[src/rtl/mac_pkg.sv]
// Shared constants and helpers for the MAC sequencing controller.
package mac_pkg;

    localparam int OP_W   = 8;
    localparam int PROD_W = 16;

    localparam logic [1:0] ST_IDLE  = 2'd0;
    localparam logic [1:0] ST_RUN   = 2'd1;
    localparam logic [1:0] ST_DRAIN = 2'd2;
    localparam logic [1:0] ST_DONE  = 2'd3;

    // Signed add overflow: operands agree in sign but the sum does not.
    function automatic logic add_ovf(input logic a_msb, input logic b_msb, input logic s_msb);
        return (a_msb == b_msb) && (s_msb != a_msb);
    endfunction

endpackage

[src/rtl/mac_seq_ctrl_if.sv]
// Operand stream, job control and result port of the MAC sequencing controller.
interface mac_seq_ctrl_if #(
    parameter int ACC_W = 24,
    parameter int LEN_W = 8
);
    import mac_pkg::*;

    logic             start;
    logic [LEN_W-1:0] len;
    logic             busy;
    logic             in_valid;
    logic             in_ready;
    logic [OP_W-1:0]  in_a;
    logic [OP_W-1:0]  in_b;
    logic             out_valid;
    logic             out_ready;
    logic [ACC_W-1:0] out_acc;
    logic             out_ovf;

    modport master (
        output start, len, in_valid, in_a, in_b, out_ready,
        input  busy, in_ready, out_valid, out_acc, out_ovf
    );

    modport slave (
        input  start, len, in_valid, in_a, in_b, out_ready,
        output busy, in_ready, out_valid, out_acc, out_ovf
    );

endinterface

[src/rtl/BaughWooley_Mult8.sv]
// Combinational 8x8 signed multiplier using the modified Baugh-Wooley array.
module BaughWooley_Mult8 (
    input  logic [7:0]  a_i,
    input  logic [7:0]  b_i,
    output logic [15:0] p_o
);

    logic [15:0] sum_s;

    // Sign-bit partial products are inverted; the constant 2^15 + 2^8 restores the sign weight.
    always_comb begin
        sum_s = 16'h8100;
        for (int i = 0; i < 7; i++) begin
            for (int j = 0; j < 7; j++) begin
                sum_s = sum_s + ({15'd0, a_i[i] & b_i[j]} << (i + j));
            end
        end
        for (int k = 0; k < 7; k++) begin
            sum_s = sum_s + ({15'd0, ~(a_i[7] & b_i[k])} << (7 + k));
            sum_s = sum_s + ({15'd0, ~(a_i[k] & b_i[7])} << (7 + k));
        end
        sum_s = sum_s + ({15'd0, a_i[7] & b_i[7]} << 14);
    end

    assign p_o = sum_s;

endmodule

[src/rtl/mac_seq_ctrl.sv]
// Sequencing controller: streams operand pairs through one multiplier, accumulates
// the registered products and presents the dot product on a valid/ready result port.
module mac_seq_ctrl #(
    parameter int ACC_W = 24,
    parameter int LEN_W = 8
) (
    input  logic          clk,
    input  logic          rst_n,
    mac_seq_ctrl_if.slave bus
);
    import mac_pkg::*;

    localparam logic [LEN_W-1:0] LEN_ONE  = {{(LEN_W-1){1'b0}}, 1'b1};
    localparam logic [LEN_W-1:0] LEN_ZERO = {LEN_W{1'b0}};
    localparam logic [ACC_W-1:0] ACC_ZERO = {ACC_W{1'b0}};

    logic [1:0]               state_q, state_d;
    logic [LEN_W-1:0]         rem_q, rem_d;
    logic signed [PROD_W-1:0] p_reg_q, p_reg_d;
    logic                     p_vld_q, p_vld_d;
    logic [ACC_W-1:0]         acc_q, acc_d;
    logic                     ovf_q, ovf_d;
    logic [PROD_W-1:0]        mult_s;
    logic [ACC_W-1:0]         prod_ext_s;
    logic [ACC_W-1:0]         sum_s;
    logic                     add_ovf_s;
    logic                     xfer_s;

    BaughWooley_Mult8 u_mult (
        .a_i (bus.in_a),
        .b_i (bus.in_b),
        .p_o (mult_s)
    );

    assign xfer_s     = (state_q == ST_RUN) && bus.in_valid;
    assign prod_ext_s = ACC_W'($signed(p_reg_q));
    assign sum_s      = acc_q + prod_ext_s;
    assign add_ovf_s  = add_ovf(acc_q[ACC_W-1], prod_ext_s[ACC_W-1], sum_s[ACC_W-1]);

    // Next-state logic: FSM, length counter, product stage and accumulator.
    always_comb begin
        state_d = state_q;
        rem_d   = rem_q;
        p_reg_d = p_reg_q;
        p_vld_d = 1'b0;
        acc_d   = acc_q;
        ovf_d   = ovf_q;

        if (p_vld_q) begin
            acc_d = sum_s;
            ovf_d = ovf_q | add_ovf_s;
        end else begin
            acc_d = acc_q;
        end

        case (state_q)
            ST_IDLE: begin
                if (bus.start) begin
                    acc_d = ACC_ZERO;
                    ovf_d = 1'b0;
                    if (bus.len != LEN_ZERO) begin
                        rem_d   = bus.len;
                        state_d = ST_RUN;
                    end else begin
                        state_d = ST_DONE;
                    end
                end else begin
                    state_d = ST_IDLE;
                end
            end
            ST_RUN: begin
                if (xfer_s) begin
                    p_reg_d = mult_s;
                    p_vld_d = 1'b1;
                    rem_d   = rem_q - LEN_ONE;
                    if (rem_q == LEN_ONE) begin
                        state_d = ST_DRAIN;
                    end else begin
                        state_d = ST_RUN;
                    end
                end else begin
                    p_vld_d = 1'b0;
                end
            end
            ST_DRAIN: begin
                state_d = ST_DONE;
            end
            ST_DONE: begin
                if (bus.out_ready) begin
                    state_d = ST_IDLE;
                end else begin
                    state_d = ST_DONE;
                end
            end
            default: begin
                state_d = ST_IDLE;
            end
        endcase
    end

    // State registers with asynchronous reset.
    always_ff @(posedge clk or negedge rst_n) begin
        if (!rst_n) begin
            state_q <= ST_IDLE;
            rem_q   <= LEN_ZERO;
            p_reg_q <= 16'sd0;
            p_vld_q <= 1'b0;
            acc_q   <= ACC_ZERO;
            ovf_q   <= 1'b0;
        end else begin
            state_q <= state_d;
            rem_q   <= rem_d;
            p_reg_q <= p_reg_d;
            p_vld_q <= p_vld_d;
            acc_q   <= acc_d;
            ovf_q   <= ovf_d;
        end
    end

    // Outputs are pure decodes of registered state, so reset reaches them at once.
    assign bus.busy      = (state_q != ST_IDLE);
    assign bus.in_ready  = (state_q == ST_RUN);
    assign bus.out_valid = (state_q == ST_DONE);
    assign bus.out_acc   = acc_q;
    assign bus.out_ovf   = ovf_q;

endmodule

[src/flat_wrapper.sv]
// flat-port wrapper written by rule: the top's interface ports become plain ports
module mac_seq_ctrl_flat import mac_pkg::*;
#(
    parameter int ACC_W = 24,
    parameter int LEN_W = 8
)
  (clk, rst_n, bus_start, bus_len, bus_in_valid, bus_in_a, bus_in_b, bus_out_ready, bus_busy, bus_in_ready, bus_out_valid, bus_out_acc, bus_out_ovf);
  mac_seq_ctrl_if #(.ACC_W(ACC_W), .LEN_W(LEN_W)) bus_i ();
  input  logic clk;
  input  logic rst_n;
  input wire logic [$bits(bus_i.start)-1:0] bus_start;
  input wire logic [$bits(bus_i.len)-1:0] bus_len;
  input wire logic [$bits(bus_i.in_valid)-1:0] bus_in_valid;
  input wire logic [$bits(bus_i.in_a)-1:0] bus_in_a;
  input wire logic [$bits(bus_i.in_b)-1:0] bus_in_b;
  input wire logic [$bits(bus_i.out_ready)-1:0] bus_out_ready;
  output wire logic [$bits(bus_i.busy)-1:0] bus_busy;
  output wire logic [$bits(bus_i.in_ready)-1:0] bus_in_ready;
  output wire logic [$bits(bus_i.out_valid)-1:0] bus_out_valid;
  output wire logic [$bits(bus_i.out_acc)-1:0] bus_out_acc;
  output wire logic [$bits(bus_i.out_ovf)-1:0] bus_out_ovf;
  assign bus_i.start = bus_start;
  assign bus_i.len = bus_len;
  assign bus_i.in_valid = bus_in_valid;
  assign bus_i.in_a = bus_in_a;
  assign bus_i.in_b = bus_in_b;
  assign bus_i.out_ready = bus_out_ready;
  assign bus_busy = bus_i.busy;
  assign bus_in_ready = bus_i.in_ready;
  assign bus_out_valid = bus_i.out_valid;
  assign bus_out_acc = bus_i.out_acc;
  assign bus_out_ovf = bus_i.out_ovf;
  mac_seq_ctrl #(.ACC_W(ACC_W), .LEN_W(LEN_W)) u_core (.clk(clk), .rst_n(rst_n), .bus(bus_i));
endmodule
[config.mk]
export PLATFORM = sky130hd
export DESIGN_NAME = mac_seq_ctrl_flat
export DESIGN_NICKNAME = d
export VERILOG_FILES = /design/src/rtl/mac_pkg.sv /design/src/rtl/mac_seq_ctrl_if.sv /design/src/rtl/BaughWooley_Mult8.sv /design/src/rtl/mac_seq_ctrl.sv /design/src/flat_wrapper.sv
export SDC_FILE = /design/constraint.sdc
export NUM_CORES = 1
export LEC_CHECK = 0
export ABC_AREA = 1
export ABC_CLOCK_PERIOD_IN_PS = 2600
export CELL_PAD_IN_SITES_DETAIL_PLACEMENT = 1
export CELL_PAD_IN_SITES_GLOBAL_PLACEMENT = 1
export CORE_AREA = 2 2 128 118
export DETAILED_ROUTE_END_ITERATION = 8
export DIE_AREA = 0 0 130 120
export HOLD_SLACK_MARGIN = 0.03
export PLACE_DENSITY_LB_ADDON = 0.1
export SLEW_MARGIN = 0
export SYNTH_ARGS = -nofsm -noshare
export SYNTH_HDL_FRONTEND = slang
export SYNTH_SLANG_ARGS = --single-unit
[constraint.sdc]
create_clock -name clk -period 2.6 [get_ports clk]
set_clock_uncertainty 0.05 [all_clocks]
set_input_delay 0.52 -clock clk [delete_from_list [all_inputs] [get_ports clk]]
set_output_delay 0.52 -clock clk [all_outputs]
set_load 0.01 [all_outputs]
==> results.yml <==
outcome:
  run_status: "finished with violations"
  violations: "negative setup slack"
floorplan:
  io_pins: 57
  die_area_mm2: 0.0156
  die_w_um: 130
  start_util_pct: 42.1
  core_mm2: 0.0143
  die_h_um: 120
  rows: 42
finish:
  fin_nets: 1064
  final_util_pct: 51.7
  layout.cells.non_filler: 1139
  fillers: 1841
  n_antenna_cell: 0
  area_delta_synth_final_pct: 23.0
  drive_gt1_share_pct: 17.1
global_route:
  antenna_found_initial: 0
  grt_pass1_vias: 6069
  grt_usage_pct: 23.1
  grt_max_degree: 28
  grt-ovfl-total: 0
  grt_pass1_wl_mm: 28.8
synth:
  synth.avg_cell_area_um2: 6.97
  synth_enable_flop_cells: 0
  yosys.cell_types.count: 44
  ys_top_cells_by_area: "dfrtp_1 (22%), nand2_1 (15%), fa_1 (13%)"
  synth-seq-area-share_pct: 21.6
  synthCells: 866
  syn-cell-area_mm2: 0.00604
  synth-main-ff-cell: "dfrtp_1"
  synth_nets: 990
  synth_seq_cells: 52
  yosys.area.top_type: "dfrtp_1"
  async_reset_ff_share_pct: 100
  yosysWarnings: 0
  synth_top_area_share_pct: 21.6
sta:
  period_needed_ns: 3.87
  final_max_slew_viol_count: 0
  rsz0062_at_grt: "yes"
  hold_viol_final: 0
  setup_violations: 11
  worst_pin_slew_ns: 0.650
  fin_crit_sh_pct: 149
  setup_ws_ns: -1.27
  maxSlewHeadroom_pct: 56.6
  max_freq_mhz: 259
route:
  ant_nets: 0
  vias_per_cell: 5.02
  wl_mm: 17.3
  wl_met3_um: 532
  drt_iter0_markers: 241
  top_layer: "met4"
  drc_errors: 0
  via_count: 5723
  wl_met2_mm: 8.58
  met1_length_mm: 8.05
  drt_pass1_iterations: 4
  wl_per_cell_um: 15.2
cts:
  cts_tree: "built"
  path_clk_slew_ns: 0.07
  cts_buffers: 5
  postCtsHoldBufs: 0
  clock-root-buffer: "clkbuf_16"
  h-tree-depth: 2
  cts_buffer_depth: 2
  cts.sinks: 52
  clk-insertion-delay-late_ns: 0.30
pwr:
  powerDensity_mw_per_mm2: 1370
  ir_drop_mv: 0.472
  p_leak_nw: 4.04
job:
  drv_cap: 0
critical_path:
  rr_worst_depth: 9
  crit_path_start_kind: "input pin"
  path_max_fanout: 5
  critical_path.endpoint_type: "register"
  worstPathArrival_ns: 3.99
  required_ns: 2.72
  path_class: "in -> reg"
place:
  io_buffer_count: 56
  hpwl_mm: 14.4
  gp_congestion: 0.896
  dp_cells: 1127
min_path:
  min_path_type: "in -> async"
synthesized netlist by cell type (4+ instances only):
cell type and count:
nand2_1 243, inv_1 168, nor2_1 70, ha_1 56, dfrtp_1 52, nand3_1 42
fa_1 39, a21oi_1 35, o21ai_0 20, clkbuf_1 16, o21ai_1 16, nand4_1 12
nand2_2 11, inv_2 8, xor2_1 8, buf_2 6, nor2_2 5, nor3_1 5
xnor2_1 5, o211ai_1 4
report_power, final:
part           internal (mW)  leakage, nW  switching (mW)
clock                  0.385       0.0701           0.319
combinational           3.24         3.36            4.63
sequential              1.22        0.612           0.375
path summary, 6_finish.rpt:
path,start,end,slack [ns]
max in group asynchronous,rst_n,u_core.bus.out_acc[0],1.64
worst max register to register,u_core.p_reg_q[15],u_core.bus.out_acc[23],0.26
worst max-delay path,bus_in_a[5],u_core.p_reg_q[11],-1.27
worst min register to register,u_core.p_reg_q[2],u_core.p_reg_q[2],0.43
min in group clk,u_core.p_reg_q[2],u_core.p_reg_q[2],0.43
worst min-delay path,rst_n,u_core.bus.out_acc[19],0.19
routing by layer:
layer	track usage, %	vias up
li1	-	2808
met1	31.1	2835
met2	39.8	70
met3	2.94	10
met4	4.64	0
met5	0	-
critical path, stage by stage:
cell and delay [ns]:
buf_12 0.11, nand2_4 0.06, inv_2 0.04, fa_1 0.55, inv_2 0.05, fa_1 0.54, inv_2 0.04, fa_1 0.47
inv_1 0.05, fa_1 0.49, inv_2 0.05, ha_4 0.24, nand2_4 0.07, a21oi_2 0.03, or2_1 0.26, a21oi_2 0.14
xor2_1 0.18, o21ai_1 0.09
kinds of logic after synthesis:
family / Yosys count / share of synthesized area [%]
xor gates and xnor gates: 13 / 1.89
AOI/OAI and AO/OA: 91 / 8.83
DFF: 52 / 21.6
adders and majority gates: 95 / 24.5
buffers and inverters: 206 / 13.6
and+or+nand+nor: 407 / 29.3
muxes: 2 / 0.332
through the flow:
| step | setup WS [ns] | power, mW | TNS (ns) | hold WS [ns] | cell area, µm² |
|---|---|---|---|---|---|
| 2_1_floorplan | -1.38 | 6.71 | -12.31 | 0.174 | 6200 |
| 3_3_place_gp | -1.99 | 8.57 | -21.03 | 0.425 | 7030 |
| 3_5_place_dp | -2.13 | 8.91 | -22.50 | 0.420 | 7030 |
| 4_1_cts | -1.19 | 9.91 | -10.65 | 0.206 | 7330 |
| 5_1_grt | -1.38 | 11.2 | -11.92 | 0.236 | 7420 |
| 6_report | -1.27 | 10.2 | -10.73 | 0.191 | 7420 |
cell usage in the layout (no fill, tap or decap), drive strengths merged, types with 7 or more instances in the layout:
master,synthesis,final
nand2,254,254
inv,178,178
nor2,79,79
ha,56,56
buf,8,54
dfrtp,52,52
nand3,45,45
clkdlybuf4s50,0,39
fa,39,39
o21ai,38,38
a21oi,37,37
nand4,12,12
xor2,8,8
nor3,8,8
clkbuf,18,7
o211ai,7,7
registers in the layout (all words and copies together), names as in the netlist:
| register | cells |
|---|---|
| u_core.bus.out_acc | 24 |
| u_core.p_reg_q | 16 |
| u_core.rem_q | 8 |
| u_core.state_q | 2 |
| u_core.bus.out_ovf | 1 |
| u_core.p_vld_q | 1 |
cell type report:
| cell class | instances | area, µm² | share of cell area [%] |
|---|---|---|---|
| clock buffers | 7 | 143 | 1.92 |
| clock inverters | 1 | 7.51 | 0.101 |
| inverters | 180 | 683 | 9.20 |
| multi-input cells | 608 | 4180 | 56.3 |
| flip-flops and latches | 52 | 1300 | 17.5 |
| well taps | 198 | 248 | 3.34 |
| repair buffers | 93 | 861 | 11.6 |
repair_timing:
item | 4_1_cts | 5_1_grt
setup buffers | 3 | 2
endpoints found under the setup margin | 13 | 11
pin swaps | 23 | 16
resized for setup | 130 | 22
(Power assumes the default switching activity.)
